===== config.mk =====
export PLATFORM = sky130hd
export DESIGN_NAME = ins_prefetch
export DESIGN_NICKNAME = d
export VERILOG_FILES = /design/src/rtl/music_pkg.sv /design/src/rtl/ins_fifo.sv /design/src/rtl/ins_prefetch.sv
export SDC_FILE = /design/constraint.sdc
export NUM_CORES = 1
export LEC_CHECK = 0
export ABC_AREA = 1
export CORE_MARGIN = 2
export CORE_UTILIZATION = 57
export DETAILED_ROUTE_END_ITERATION = 8
export GPL_TIMING_DRIVEN = 0
export PLACE_DENSITY = 0.82
export SLEW_MARGIN = 20
export SYNTH_ARGS = -nofsm -noshare
export SYNTH_HDL_FRONTEND = slang
export SYNTH_SLANG_ARGS = --single-unit

===== constraint.sdc =====
create_clock -name CLK -period 3.2 [get_ports CLK]
set_input_delay 0.64 -clock CLK [delete_from_list [all_inputs] [get_ports CLK]]
set_output_delay 0.64 -clock CLK [all_outputs]
set_load 0.03 [all_outputs]

===== src/rtl/music_pkg.sv =====
// rtl/music_pkg.sv - shared opcode constants, instruction class and fetch FSM types
package music_pkg;

   localparam logic [3:0] OP_END = 4'b0000;
   localparam logic [3:0] OP_BPM = 4'b0001;

   typedef enum logic [1:0] {
      CLS_NOTE,
      CLS_END,
      CLS_BPM,
      CLS_ILLEGAL
   } ins_class_t;

   typedef enum logic [2:0] {
      ST_IDLE,
      ST_ISSUE,
      ST_WAIT,
      ST_CAPTURE,
      ST_STOPPED
   } fetch_state_t;

   function automatic ins_class_t classify(input logic [15:0] word);
      ins_class_t c;
      if (word[15])
         c = CLS_NOTE;
      else if (word[15:12] == OP_END)
         c = CLS_END;
      else if (word[15:12] == OP_BPM)
         c = CLS_BPM;
      else
         c = CLS_ILLEGAL;
      return c;
   endfunction

endpackage


===== src/rtl/ins_fifo.sv =====
// rtl/ins_fifo.sv - synchronous instruction FIFO with flush, count and full/empty flags
module ins_fifo #(
   parameter int DEPTH = 4,
   parameter int W     = 16
) (
   input  logic                   CLK,
   input  logic                   RST_N,
   input  logic                   flush,
   input  logic                   push,
   input  logic [W-1:0]           push_data,
   input  logic                   pop,
   output logic [W-1:0]           head,
   output logic [$clog2(DEPTH):0] count,
   output logic                   full,
   output logic                   empty
);
   localparam int PW = $clog2(DEPTH);

   logic [W-1:0]  mem [DEPTH];
   logic [PW-1:0] wr_ptr;
   logic [PW-1:0] rd_ptr;
   logic          do_push;
   logic          do_pop;

   assign full    = (count == (PW+1)'(DEPTH));
   assign empty   = (count == '0);
   assign do_push = push && !full;
   assign do_pop  = pop && !empty;
   assign head    = mem[rd_ptr];

   always_ff @(posedge CLK or negedge RST_N) begin
      if (!RST_N) begin
         wr_ptr <= '0;
         rd_ptr <= '0;
         count  <= '0;
      end else if (flush) begin
         wr_ptr <= '0;
         rd_ptr <= '0;
         count  <= '0;
      end else begin
         if (do_push)
            wr_ptr <= wr_ptr + 1'b1;
         if (do_pop)
            rd_ptr <= rd_ptr + 1'b1;
         // Simultaneous push and pop leaves the occupancy unchanged.
         case ({do_push, do_pop})
            2'b10:   count <= count + 1'b1;
            2'b01:   count <= count - 1'b1;
            default: count <= count;
         endcase
      end
   end

   always_ff @(posedge CLK) begin
      if (do_push && !flush)
         mem[wr_ptr] <= push_data;
   end

endmodule


===== src/rtl/ins_prefetch.sv =====
// rtl/ins_prefetch.sv - program-word prefetcher from wait-state SRAM into an instruction FIFO
// Optional macro INS_PREFETCH_ILLEGAL_SKIP_EN: drop ILLEGAL words and expose ILLEGAL_CNT.
module ins_prefetch
   import music_pkg::*;
#(
   parameter int ADDR_W     = 18,
   parameter int SRAM_WAIT  = 2,
   parameter int FIFO_DEPTH = 4
) (
   input  logic              CLK,
   input  logic              RST_N,
   input  logic              START,
   input  logic [ADDR_W-1:0] START_ADDR,
   output logic [ADDR_W-1:0] SRAM_A,
   input  logic [15:0]       SRAM_D,
   output logic [15:0]       INS,
   output logic              INS_VALID,
   input  logic              INS_READY,
   output logic              BUSY,
   output logic              DONE,
   output logic [ADDR_W-1:0] PC
`ifdef INS_PREFETCH_ILLEGAL_SKIP_EN
   ,
   output logic [15:0]       ILLEGAL_CNT
`endif
);
   localparam int         CW        = $clog2(FIFO_DEPTH) + 1;
   localparam logic [2:0] WAIT_LOAD = (SRAM_WAIT >= 2) ? 3'(SRAM_WAIT - 2) : 3'd0;

   fetch_state_t  state;
   logic [2:0]    wait_cnt;
   ins_class_t    cls;
   logic          fifo_push;
   logic          fifo_pop;
   logic          fifo_full;
   logic          fifo_empty;
   logic [15:0]   fifo_head;
   logic [CW-1:0] fifo_count;
   logic          end_xfer;

   assign cls       = classify(SRAM_D);
   assign fifo_pop  = !fifo_empty && INS_READY;
`ifdef INS_PREFETCH_ILLEGAL_SKIP_EN
   assign fifo_push = (state == ST_CAPTURE) && !START && (cls != CLS_ILLEGAL);
`else
   assign fifo_push = (state == ST_CAPTURE) && !START;
`endif
   // Nothing is pushed after END, so in STOPPED the last entry leaving is the END word.
   assign end_xfer  = (state == ST_STOPPED) && fifo_pop && (fifo_count == CW'(1));
   assign INS_VALID = !fifo_empty;
   assign INS       = fifo_empty ? 16'h0000 : fifo_head;

   ins_fifo #(
      .DEPTH (FIFO_DEPTH),
      .W     (16)
   ) u_fifo (
      .CLK       (CLK),
      .RST_N     (RST_N),
      .flush     (START),
      .push      (fifo_push),
      .push_data (SRAM_D),
      .pop       (fifo_pop),
      .head      (fifo_head),
      .count     (fifo_count),
      .full      (fifo_full),
      .empty     (fifo_empty)
   );

   always_ff @(posedge CLK or negedge RST_N) begin
      if (!RST_N) begin
         state    <= ST_IDLE;
         wait_cnt <= '0;
         PC       <= '0;
         SRAM_A   <= '0;
         BUSY     <= 1'b0;
         DONE     <= 1'b0;
`ifdef INS_PREFETCH_ILLEGAL_SKIP_EN
         ILLEGAL_CNT <= '0;
`endif
      end else if (START) begin
         // Restart from any state: the in-flight read is abandoned and its data never pushed.
         state <= ST_ISSUE;
         PC    <= START_ADDR;
         BUSY  <= 1'b1;
         DONE  <= 1'b0;
      end else begin
         case (state)
            ST_IDLE: ;
            ST_ISSUE: begin
               if (!fifo_full) begin
                  SRAM_A   <= PC;
                  wait_cnt <= WAIT_LOAD;
                  state    <= (SRAM_WAIT == 1) ? ST_CAPTURE : ST_WAIT;
               end
            end
            ST_WAIT: begin
               if (wait_cnt == 3'd0)
                  state <= ST_CAPTURE;
               else
                  wait_cnt <= wait_cnt - 1'b1;
            end
            ST_CAPTURE: begin
               PC <= PC + 1'b1;
`ifdef INS_PREFETCH_ILLEGAL_SKIP_EN
               if (cls == CLS_ILLEGAL && ILLEGAL_CNT != 16'hFFFF)
                  ILLEGAL_CNT <= ILLEGAL_CNT + 1'b1;
`endif
               state <= (cls == CLS_END) ? ST_STOPPED : ST_ISSUE;
            end
            ST_STOPPED: begin
               if (end_xfer) begin
                  state <= ST_IDLE;
                  BUSY  <= 1'b0;
                  DONE  <= 1'b1;
               end
            end
            default: state <= ST_IDLE;
         endcase
      end
   end

endmodule


==> After elaboration in Yosys (flattened, before gate mapping) <==
Memories as Yosys holds them, arrays and structs flattened.
Cells that the tools add are included.
{ "totals": {"register_bits": 51, "ram_bits": 64, "elab_cells": 88, "n_memories": 1, "inputBits": 38} }
{ "mem_list": {"columns": ["name", "depth", "width", "rd", "rd_clocked_by_memory_dff", "write_ports", "line_no", "source"], "rows": [
  ["u_fifo.mem", 4, 16, 1, 0, 1, "ins_fifo.sv:19", "logic [W-1:0] mem [DEPTH];"]
]} }
{ "op_classes": {"n_bitwise": 2, "muxes": 29, "n_reduce_logical": 25, "eq_ne": 16, "add_sub_neg": 6} }
{ "ops": {"columns": ["cell", "n"], "rows": [
  ["18-bit 2-to-1 mux", 2],
  ["3-bit 2-to-1 mux", 8],
  ["18-bit by 1-bit adder with 18-bit output, second input constant", 1],
  ["16-bit 2-to-1 mux", 1],
  ["3-bit one-hot mux with 5 select lines", 1],
  ["2-bit 2-to-1 mux", 6],
  ["3-bit one-hot mux with 2 select lines", 2],
  ["2-bit nonzero test", 6],
  ["3-bit zero test", 3],
  ["1-bit 2-to-1 mux", 9],
  ["3-bit != test, second input constant", 3],
  ["4-bit AND reduction", 2],
  ["1-bit logical AND", 7],
  ["3-bit by 1-bit == test with 1-bit output, second input constant", 2],
  ["3-bit by 2-bit == test with 1-bit output, second input constant", 2],
  ["3-bit == test, second input constant", 2],
  ["2-bit != test, second input constant", 3],
  ["3-bit by 1-bit subtractor with 3-bit output, second input constant", 2],
  ["2-bit by 1-bit adder with 2-bit output, second input constant", 2],
  ["2-bit by 1-bit == test with 1-bit output, second input constant", 2],
  ["4-bit by 1-bit == test with 1-bit output, second input constant", 1],
  ["4-bit zero test", 1],
  ["3-bit by 1-bit adder with 3-bit output, second input constant", 1],
  ["1-bit zero test", 3],
  ["other kinds (5)", 6]
]} }

==> Depth between registers and ports, before layout <==
Gate-level depths: netlist of the first run.
{ "logic_depth": {"ltp_word": 8, "ltp_mapped": 11, "mapped_depth_nobuf": 11} }

==> Cells and area by module <==
From an unflattened synthesis of the first run, not the netlist that was laid out.
{ "unflattened": {"hier_cells": 552, "area_unflattened_um2": 5387.7} }
{ "modules_own_cells": {"columns": ["mod", "n_inst", "seq_area_each_um2", "area_per_inst_um2", "cells_per_inst"], "rows": [
  ["ins_fifo", 1, 2097.0, 2920.3, 224],
  ["ins_prefetch", 1, 1101.1, 2467.4, 328]
]} }

==> Worst setup path after synthesis of the first run <==
Ideal clock, no wire load.
{ "synth_path": {"path_kind": "register -> output", "from": "reg u_fifo.count[0]", "to": "out INS[10]", "path_buffers": 1, "t_arrival_ps": 1767, "path_slack_ps": 793, "t_required_ps": 2560, "path_stages_with_launch": 7, "cell_sequence": "dfrtp_1 inv_1 ha_1 nand2_1 inv_1 clkbuf_1 a21oi_1"} }
{ "synth_between": {"elab_chain_len": 2} }
{ "synth_rtl": {"columns": ["item", "line_no", "source"], "rows": [
  ["start: declaration", "ins_fifo.sv:13", "output logic [$clog2(DEPTH):0] count,"],
  ["start signal: assignment", "ins_fifo.sv:47", "2'b10: count <= count + 1'b1;"],
  ["start signal: assignment", "ins_fifo.sv:48", "2'b01: count <= count - 1'b1;"],
  ["start signal: assignment", "ins_fifo.sv:49", "default: count <= count;"],
  ["3-bit zero test", "ins_fifo.sv:26", "assign empty = (count == '0);"],
  ["16-bit 2-to-1 mux", "ins_prefetch.sv:51", "assign INS = fifo_empty ? 16'h0000 : fifo_head;"],
  ["end: declaration", "ins_prefetch.sv:16", "output logic [15:0] INS,"]
]} }
No other way between the ends.

==> Worst setup path in the final report of the first run <==
{ "layout_path": {"from": "reg u_fifo.count[0]", "to": "out INS[13]"} }
The elaborated chain is that of the path after synthesis.

==> results of run 1 <==
kinds of logic after synthesis:
group | share of synthesized area
AOI/OAI and AO/OA | 0.103
xor gates and xnor gates | 0.00640
adders and majority gates | 0.0251
buffers and inverters | 0.0569
DFF | 0.584
and+or+nand+nor | 0.224
stage by stage:
step	hold WS [ns]	TNS (ns)	setup WS [ns]	util	power [mW]
3_3_place_gp	0.461	-1.93	-0.0408	0.705	4.28
6_report	0.157	0	0.0731	0.782	6.44
4_1_cts	0.177	0	0.0552	0.780	6.45
2_1_floorplan	0.344	0	0.793	-	3.45
5_1_grt	0.202	0	0.0449	0.782	6.73
3_5_place_dp	0.470	0	0.273	0.709	4.35
metal layers:
metal	up-vias	global-route usage	wire length [um]
met3	30	0.0602	1040
met1	2172	0.332	5500
li1	2154	-	-
met5	-	0	0
met2	222	0.498	7050
met4	0	0.109	334
flip-flops by register name, indices dropped and copies added, names as in the netlist, 2 cells and up:
register / flops
u_fifo.rd_ptr: 2
u_fifo.count: 3
PC: 18
wait_cnt: 3
SRAM_A: 18
u_fifo.wr_ptr: 2
u_fifo.mem: 64
state: 3
worst paths after layout:
| kind | cells after the start | to |
|---|---|---|
| max in group asynchronous | 1 | BUSY |
| max reg2reg | 7 | u_fifo.mem[2][2] |
| min | 1 | SRAM_A[17] |
| min reg2reg | 2 | SRAM_A[9] |
| min in group CLK | 3 | state[0] |
| max | 7 | INS[13] |
repair_timing:
action,4_1_cts,5_1_grt
gates resized for setup,15,6
pin swaps,0,0
setup buffers,0,0
hold endpoints to repair,0,0
cloned,0,0
hold buffers,0,0
setup endpoints to repair,16,6
critical path, stage by stage, from the launching register on:
cell                            delay, ns
sky130_fd_sc_hd__dfrtp_1             0.39
sky130_fd_sc_hd__inv_1               0.11
sky130_fd_sc_hd__ha_1                0.22
sky130_fd_sc_hd__nand2_1             0.15
sky130_fd_sc_hd__inv_1               0.16
sky130_fd_sc_hd__clkbuf_2            0.25
sky130_fd_sc_hd__a21oi_1             0.25
sky130_fd_sc_hd__dlygate4sd2_1       0.43
power groups by stage:
stage               clock [mW]  combinational [mW]  sequential, mW
global placement             0                2.29            2.00
finish                    2.14                2.32            1.99
global route              2.21                2.50            2.01
CTS                       2.14                2.33            1.98
floorplan                    0                1.19            2.27
detailed placement           0                2.35            2.00
final cells by class:
type | instances | area, sq um
fillers | 603 | 2030
repair buffers | 93 | 937
well taps | 129 | 161
clock buffers | 18 | 418
clock inverters | 14 | 249
inverters | 52 | 196
plain buffers | 20 | 121
flip-flops and latches | 115 | 3200
multi-input cells | 393 | 1980
Yosys cell counts:
library cell | count | area, sq um
sky130_fd_sc_hd__dfrtp_1 | 51 | 1280
sky130_fd_sc_hd__nand3b_1 | 1 | 7.51
sky130_fd_sc_hd__inv_2 | 7 | 26.3
sky130_fd_sc_hd__nand3_4 | 1 | 17.5
sky130_fd_sc_hd__a21oi_1 | 21 | 105
sky130_fd_sc_hd__nand3_2 | 2 | 20.0
sky130_fd_sc_hd__xnor2_1 | 3 | 26.3
sky130_fd_sc_hd__buf_6 | 4 | 45.0
sky130_fd_sc_hd__nor2_2 | 2 | 12.5
sky130_fd_sc_hd__edfxtp_1 | 64 | 1920
sky130_fd_sc_hd__ha_1 | 11 | 138
sky130_fd_sc_hd__nand2_1 | 105 | 394
sky130_fd_sc_hd__nand2_2 | 17 | 106
sky130_fd_sc_hd__o21bai_1 | 2 | 15.0
sky130_fd_sc_hd__nor3_4 | 1 | 16.3
sky130_fd_sc_hd__xor2_1 | 1 | 8.76
sky130_fd_sc_hd__buf_2 | 6 | 30.0
sky130_fd_sc_hd__o22ai_1 | 1 | 6.26
sky130_fd_sc_hd__a31oi_1 | 1 | 6.26
sky130_fd_sc_hd__nand3_1 | 36 | 180
sky130_fd_sc_hd__clkbuf_1 | 9 | 33.8
sky130_fd_sc_hd__o21ai_0 | 49 | 245
sky130_fd_sc_hd__buf_4 | 1 | 7.51
sky130_fd_sc_hd__o211ai_1 | 8 | 60.1
sky130_fd_sc_hd__nand4_1 | 8 | 50.1
sky130_fd_sc_hd__o21ai_2 | 14 | 123
sky130_fd_sc_hd__or2_2 | 1 | 6.26
sky130_fd_sc_hd__inv_1 | 43 | 161
sky130_fd_sc_hd__o21ai_1 | 1 | 5.00
sky130_fd_sc_hd__nor2_4 | 2 | 22.5
sky130_fd_sc_hd__nor2_1 | 105 | 394
sky130_fd_sc_hd__clkinv_1 | 2 | 7.51
==> run_results.csv, run 1 <==
group,metric,value,unit
pwr,worst_ir_drop_vdd,0.494,mV
layout,antennaDiodeCount,0,
synthesis,synth.avg_cell_area,9.44,sq um
drt,routed_wl,13900,um
outcome,run_status,"finished, final reports clean",
drt,detail_route.drc_violations,0,
global_routing,grtUsageTotal,0.280,
synthesis,ys_warn_count,0,
synthesis,synth_cell_types,32,
global_routing,antenna_found_initial,0,
sta,final_hold_violations,0,
die,floorplan.die_area,10400,sq um
synthesis,postSynthNetCount,629,
sta,setup_skew_after_layout,0.0107,ns
drt,drt-initial-drc-count,277,
setup_path,critical_path_class,"register to primary output",
setup_path,rrSetupSlack,0.92,ns
place,numPlacedInstances,802,
synthesis,post_synth_inst_count,580,
pwr,p_leak,3.08,nW
setup_path,critical_path_required,2.56,ns
die,die_height,102,um
drt,route.detailed.wl_per_inst,16.7,um
sta,max_slew.worst_pin.slew,0.927,ns
clocking,sink_count,115,
setup_path,setup.worst_path.end_class,"primary output",
layout,drive_above_1_share,0.143,
global_routing,global_route.overflow_total,0,
pwr,power_share_of_the_sequential_group,0.308,
sta,minimum_clock_period_after_layout,3.13,ns
pwr,swShare,0.370,
clocking,worstSkewPairLatency,0.52,ns
setup_path,timing.critical_path.from_type,"register",
clocking,tritoncts,"done",
pwr,p_switching,2.38,mW
pwr,clkPwrFrac,0.331,
layout,flow.area_growth_from_synthesis,32.5,%
pwr,intPower,4.06,mW
synthesis,sequential_area_share_after_synthesis,0.584,
die,die_w,102,um
drt,vias_per_cell,5.49,
sta,setup-violations-final,0,
synthesis,yosys_register_bits,115,
sta,min_period_over_period,0.977,
clocking,cts_inserted_buffers,17,
place,dpl_cell_area,6580,sq um
pwr,power-per-cell-area,888,nW/um^2
setup_path,critPathMaxFanout,10,
place,io_buffers,91,
clocking,clk_path_buf_depth,2,
layout,final_cell_mix,"sky130_fd_sc_hd__nand2_1, sky130_fd_sc_hd__nor2_1, sky130_fd_sc_hd__clkdlybuf4s50_1, sky130_fd_sc_hd__edfxtp_1, sky130_fd_sc_hd__dfrtp_1",
place,detailed_place_hpwl,9380,um
place,globalplace.congestion,0.880,
drt,vias,4578,
clocking,cts_root_buf,"sky130_fd_sc_hd__clkbuf_8",
die,core_area,9280,sq um
flow_run,timing.max_cap.violations,0,
clocking,clk_pin_slew,0.06,ns
global_routing,grt_pass1_vias,4653,
drt,firstDrtPassIters,5,
drt,detail-route-antenna-nets,0,
die,floorplan.io_pins,93,
layout,most_common_cell_after_layout_fill_and_taps_aside,"sky130_fd_sc_hd__nand2_1",
die,start_util,0.590,
synthesis,syn-cell-area,5480,sq um
setup_path,timing.critical_path.arrival,2.49,ns
hold_path,min_path_type,"input port to asynchronous set/reset pin",
layout,fin_nets,741,
layout,post-route-cell-area,7260,sq um
clocking,h-tree-depth,4,
layout,instances_no_fill,834,
sta,fmaxAchievable,0.320,GHz
sta,slew_violations,0,
global_routing,grt_max_degree,52,
setup_path,worstSetupStartpoint,"u_fifo.count[0]",
global_routing,grt_pass1_wl,22100,um
sta,slew_headroom,0.381,
pwr,share_comb_of_total_power,0.360,
sta,rsz0062_at_grt,"false",
setup_path,reg2reg_start,"u_fifo.count[0]",
die,placement_rows,35,
No activity file was read; power rests on OpenSTA's default activity.
==> run 2, diff against run 1 <==
- CORE_MARGIN: 2 -> not set
==> run 2 against run 1 <==
  * Die area is 3.9% lower
  * First-iteration DRC count is 22% higher
  * Critical endpoint is now INS[14]
  * Highest routed layer unchanged
  * Flip-flop and latch count stayed put
  * Clock power hardly changed
  * Sequential share of layout area is 0.13 points higher
  * Fmax is 2.1% higher
  * Worst hold slack worse by 0.020 ns
  * Setup slack better by 0.063 ns
  * Utilization is 0.23 points lower
==> run_results.csv, run 2 (synthesis gave the netlist of run 1 again) <==
group,metric,value,unit
pwr,post-layout-total-power,6.47,mW
setup_path,critical_path_required,2.56,ns
clocking,worstSkewPairLatency,0.54,ns
layout,largest_reg_flops,64,
pwr,power_share_of_the_sequential_group,0.307,
die,die_w,100,um
sta,finalSetupTns,0,ns
sta,slew_headroom,0.366,
drt,drt-initial-drc-count,337,
die,floorplan.die_area,10000,sq um
drt,routed_wl,14400,um
layout,drive_above_1_share,0.142,
global_routing,grt_pass1_wl,23000,um
global_routing,antenna_found_initial,0,
global_routing,grt_pass1_vias,4705,
pwr,share_comb_of_total_power,0.360,
drt,vias,4648,
sta,post-route-worst-setup-slack,0.136,ns
drt,firstDrtPassIters,5,
setup_path,timing.critical_path.from_type,"register",
drt,detail-route-antenna-nets,0,
clocking,cts_hold_buf,0,
pwr,intPower,4.05,mW
drt,route.detailed.wl_per_inst,17.3,um
layout,most_common_cell_after_layout_fill_and_taps_aside,"sky130_fd_sc_hd__nand2_1",
clocking,cts_inserted_buffers,17,
setup_path,worstPathCellList,"buf_2 -> clkinv_2 -> buf_2 -> nor2_1 -> o21ai_0 -> a21oi_1 -> dlygate4sd2_1",
sta,setup-violations-final,0,
clocking,tritoncts,"done",
setup_path,timing.critical_path.arrival,2.42,ns
setup_path,critical_path.most_common_cell,"sky130_fd_sc_hd__buf_2",
die,placement_rows,35,
place,placement_stage_worst_setup_slack,0.301,ns
clocking,post_cts_resized,17,
sta,final_hold_violations,0,
sta,slew_violations,0,
pwr,swShare,0.374,
place,io_buffers,91,
setup_path,critical_path_class,"register to primary output",
die,core_area,9280,sq um
clocking,h-tree-depth,4,
sta,min_period_over_period,0.958,
sta,rsz0062_at_grt,"false",
layout,antennaDiodeCount,0,
die,start_util,0.590,
global_routing,global_route.overflow_total,0,
pwr,p_switching,2.42,mW
sta,setup_skew_after_layout,0.0115,ns
place,numPlacedInstances,801,
clocking,post-cts-setup-buffers,0,
setup_path,crit_path_largest_cell_delay,0.43,ns
drt,detail_route.drc_violations,0,
clocking,sink_count,115,
place,detailed_place_hpwl,9240,um
pwr,p_leak,3.06,nW
place,globalplace.congestion,0.872,
pwr,clkPwrFrac,0.333,
layout,final_cell_mix,"sky130_fd_sc_hd__nand2_1, sky130_fd_sc_hd__nor2_1, sky130_fd_sc_hd__clkdlybuf4s50_1, sky130_fd_sc_hd__edfxtp_1, sky130_fd_sc_hd__dfrtp_1",
setup_path,critPathMaxFanout,10,
clocking,clk_path_buf_depth,2,
flow_run,timing.max_cap.violations,0,
pwr,power-per-cell-area,894,nW/um^2
sta,fmaxAchievable,0.326,GHz
layout,utilization,0.779,
layout,seq_area,3200,sq um
global_routing,grt_max_degree,52,
setup_path,crit_path_top_delay_cell,"sky130_fd_sc_hd__dlygate4sd2_1",
outcome,run_status,"finished, final reports clean",
clocking,cts_root_buf,"sky130_fd_sc_hd__clkbuf_8",
layout,multi_input_combinational_cell_area,1980,sq um
layout,layout_top_registers,"u_fifo.mem (64), PC (18), SRAM_A (18)",
global_routing,grtUsageTotal,0.310,
layout,fin_nets,740,
die,die_height,100,um
setup_path,setup.worst_path.end_class,"primary output",
sta,max_slew.worst_pin.slew,0.950,ns
pwr,worst_ir_drop_vdd,0.447,mV
layout,max_flop_register,"u_fifo.mem",
clocking,clk_pin_slew,0.06,ns
layout,layout.filler_cells,643,
die,floorplan.io_pins,93,
layout,flow.area_growth_from_synthesis,32.2,%
layout,instances_no_fill,832,
sta,minimum_clock_period_after_layout,3.06,ns
drt,vias_per_cell,5.59,
hold_path,min_path_type,"input port to asynchronous set/reset pin",
run 2: cell count changes in the layout (fill, tap and decap cells not counted), sizes merged:
| cell | before | now |
|---|---|---|
| dlygate4sd2 | 10 | 12 |
| clkinvlp | 1 | 0 |
| inv | 53 | 54 |
| clkbuf | 27 | 26 |
| dlymetal6s2s | 6 | 4 |
| buf | 14 | 13 |
run 2: power by group through the flow:
| stage | sequential (mW) | clock [mW] | combinational (mW) |
|---|---|---|---|
| floorplan | 2.27 | 0 | 1.19 |
| global placement | 2.00 | 0 | 2.28 |
| detailed placement | 2.01 | 0 | 2.35 |
| CTS | 1.98 | 2.16 | 2.33 |
| global route | 2.01 | 2.23 | 2.52 |
| finish | 1.99 | 2.15 | 2.33 |
run 2: final timing paths:
| path | startpoint | to | slack, ns | cells past startpoint |
|---|---|---|---|---|
| worst min-delay path | RST_N | PC[17] | 0.14 | 1 |
| worst max-delay path | u_fifo.rd_ptr[1] | INS[14] | 0.14 | 7 |
| min in group CLK | START | PC[1] | 0.42 | 3 |
| worst min register to register | SRAM_A[2] | SRAM_A[2] | 0.49 | 2 |
| max in group asynchronous | RST_N | state[2] | 2.61 | 1 |
| worst max register to register | u_fifo.count[0] | u_fifo.mem[2][14] | 0.94 | 7 |
run 2: cell type report:
type | count | share of cell area
repair buffers | 92 | 0.127
plain buffers | 20 | 0.0168
clock buffers | 17 | 0.0572
clock inverters | 14 | 0.0346
multi-input cells | 393 | 0.273
well taps | 129 | 0.0223
inverters | 52 | 0.0271
flip-flops and latches | 115 | 0.442
run 2: layer usage:
layer	track usage	vias up	wire length [um]	share of wire
li1	-	2152	-	-
met1	0.354	2217	5610	0.39
met2	0.551	240	7380	0.51
met3	0.0655	39	962	0.067
met4	0.158	0	466	0.032
met5	0	-	0	0
run 2: per-stage QoR:
stage          hold WS [ns]  cell area (sq um)
6_report              0.138               7240
5_1_grt               0.179               7240
4_1_cts               0.163               7230
3_5_place_dp          0.472               6570
3_3_place_gp          0.461               6550
2_1_floorplan         0.344               5480
run 2: critical path: cells and delay by family (launching register included):
kind / cells / cell delay [ns]
AO/OA/AOI/OAI: 2 / 0.32
AND/OR/NAND/NOR: 1 / 0.17
flip-flops: 1 / 0.31
buffers and inverters: 4 / 1.09
==> run 3, diff against run 2 <==
- CAP_MARGIN: not set -> 20
- CORE_MARGIN: not set -> 4
==> run 3 against run 2 <==
  * Critical path depth did not move
  * Sequential power barely moved
  * Combinational power barely moved
  * Utilization fell by 0.63 points
  * Critical endpoint is now INS[12]
==> run_results.csv, run 3 (synthesis gave the netlist of run 1 again) <==
group,metric,value,unit
outcome,run_status,"finished, final reports clean",
pwr,power_share_of_the_sequential_group,0.324,
drt,drt-initial-drc-count,289,
clocking,cts_inserted_buffers,17,
die,die_w,106,um
clocking,cts_hold_buf,0,
setup_path,cpLargestDelayFamily,"buffers and inverters",
clocking,h-tree-depth,4,
global_routing,grt_pass1_wl,24200,um
global_routing,grt_max_degree,52,
layout,drive_above_1_share,0.146,
sta,setup-violations-final,0,
sta,fmaxAchievable,0.331,GHz
setup_path,timing.critical_path.from_type,"register",
clocking,post_cts_resized,16,
drt,firstDrtPassIters,7,
pwr,swShare,0.390,
place,globalplace.congestion,0.936,
place,detailed_place_hpwl,10000,um
die,core_area,9280,sq um
sta,setup_skew_after_layout,0.00941,ns
global_routing,antenna_found_initial,0,
pwr,worst_ir_drop_vdd,0.504,mV
setup_path,critical_path.most_common_cell,"sky130_fd_sc_hd__inv_1",
sta,max_slew.worst_pin.slew,0.667,ns
setup_path,rrSetupSlack,1.05,ns
layout,fin_nets,743,
sta,slew_violations,0,
setup_path,worstPathCellList,"inv_1 -> ha_1 -> nand2_1 -> inv_1 -> clkbuf_2 -> a21oi_1 -> dlygate4sd2_1",
pwr,power-per-cell-area,854,nW/um^2
sta,slew_headroom,0.555,
global_routing,grt_pass1_vias,4901,
sta,minimum_clock_period_after_layout,3.02,ns
clocking,worstSkewPairLatency,0.52,ns
setup_path,worstSetupPathDepth,7,
clocking,tritoncts,"done",
global_routing,grt_most_used_layer,"met2",
setup_path,worstSetupStartpoint,"u_fifo.count[0]",
sta,final_hold_violations,0,
layout,largest_reg_flops,64,
layout,final_cell_mix,"sky130_fd_sc_hd__nand2_1, sky130_fd_sc_hd__nor2_1, sky130_fd_sc_hd__clkdlybuf4s50_1, sky130_fd_sc_hd__edfxtp_1, sky130_fd_sc_hd__dfrtp_1",
place,io_buffers,91,
drt,route.detailed.wl_per_inst,17.5,um
global_routing,gr-usage-met2,0.475,
hold_path,min_path_type,"input port to asynchronous set/reset pin",
clocking,clk_path_buf_depth,2,
layout,flow.area_growth_from_synthesis,31.1,%
clocking,clk_pin_slew,0.06,ns
global_routing,grtUsageTotal,0.278,
die,floorplan.io_pins,93,
pwr,intPower,3.74,mW
drt,detail-route-antenna-nets,0,
pwr,share_comb_of_total_power,0.382,
drt,vias,4628,
global_routing,globalRouteMet1Util,0.332,
setup_path,timing.reg2reg.worst_path_depth,8,
layout,layout_top_registers,"u_fifo.mem (64), PC (18), SRAM_A (18)",
die,floorplan.die_area,11200,sq um
pwr,p_leak,3.04,nW
global_routing,global_route.overflow_total,0,
sta,min_period_over_period,0.945,
setup_path,setup.worst_path.end_class,"primary output",
setup_path,reg2reg_start,"u_fifo.count[0]",
sta,timing.hold.ws,0.147,ns
setup_path,timing.critical_path.arrival,2.38,ns
die,start_util,0.590,
setup_path,crit_path_top_delay_cell,"sky130_fd_sc_hd__dlygate4sd2_1",
clocking,post-cts-setup-buffers,0,
layout,post-route-cell-area,7180,sq um
sta,rsz0062_at_grt,"false",
place,dpl_cell_area,6600,sq um
setup_path,crit_path_largest_cell_delay,0.42,ns
layout,max_flop_register,"u_fifo.mem",
sta,finalSetupTns,0,ns
pwr,p_switching,2.39,mW
global_routing,use_met3,0.0704,
pwr,clkPwrFrac,0.294,
layout,antennaDiodeCount,0,
setup_path,critical_path_class,"register to primary output",
clocking,cts_root_buf,"sky130_fd_sc_hd__clkbuf_8",
drt,detail_route.drc_violations,0,
drt,vias_per_cell,5.54,
die,placement_rows,35,
layout,most_common_cell_after_layout_fill_and_taps_aside,"sky130_fd_sc_hd__nand2_1",
flow_run,timing.max_cap.violations,0,
setup_path,critPathMaxFanout,10,
setup_path,critical_path_required,2.56,ns
setup_path,critPathBufInv,4,
die,die_height,106,um
drt,routed_wl,14600,um
clocking,sink_count,115,
[run 3: power groups by stage]
stage          Sequential, mW  Combinational, mW  Clock [mW]
4_1_cts                  1.98               2.35        1.81
2_1_floorplan            2.27               1.19           0
3_5_place_dp             2.00               2.37           0
6_report                 1.99               2.34        1.80
5_1_grt                  2.02               2.51        1.88
3_3_place_gp             2.00               2.31           0
[run 3: final timing paths]
kind                                          end
worst max-delay path                      INS[12]
worst min register to register         SRAM_A[14]
min in group CLK                            PC[1]
worst max register to register  u_fifo.mem[1][13]
worst min-delay path                   SRAM_A[12]
max in group asynchronous                   PC[4]
[run 3: per-layer routing]
metal  routed length [um]  vias up
li1                     -     2167
met1                 5760     2196
met2                 7320      225
met3                 1080       40
met4                  460        0
met5                    0        -
[run 3: area by class of cell]
cell class | count | area, sq um
multi-input combinational | 393 | 1980
inverter | 52 | 196
fill | 650 | 2110
sequential | 115 | 3200
clock buffer | 17 | 414
timing repair buffer | 95 | 952
buffer | 20 | 124
clock inverter | 15 | 155
tap | 129 | 161
[run 3: per-stage QoR]
step / power (mW) / instances / utilization / setup WS (ns)
global route: 6.42 / 836 / 0.773 / 0.0344
floorplan: 3.45 / 580 / - / 0.793
detailed placement: 4.38 / 804 / 0.711 / 0.335
finish: 6.13 / 836 / 0.773 / 0.176
global placement: 4.30 / 800 / 0.705 / -0.0497
CTS: 6.15 / 836 / 0.771 / 0.0416
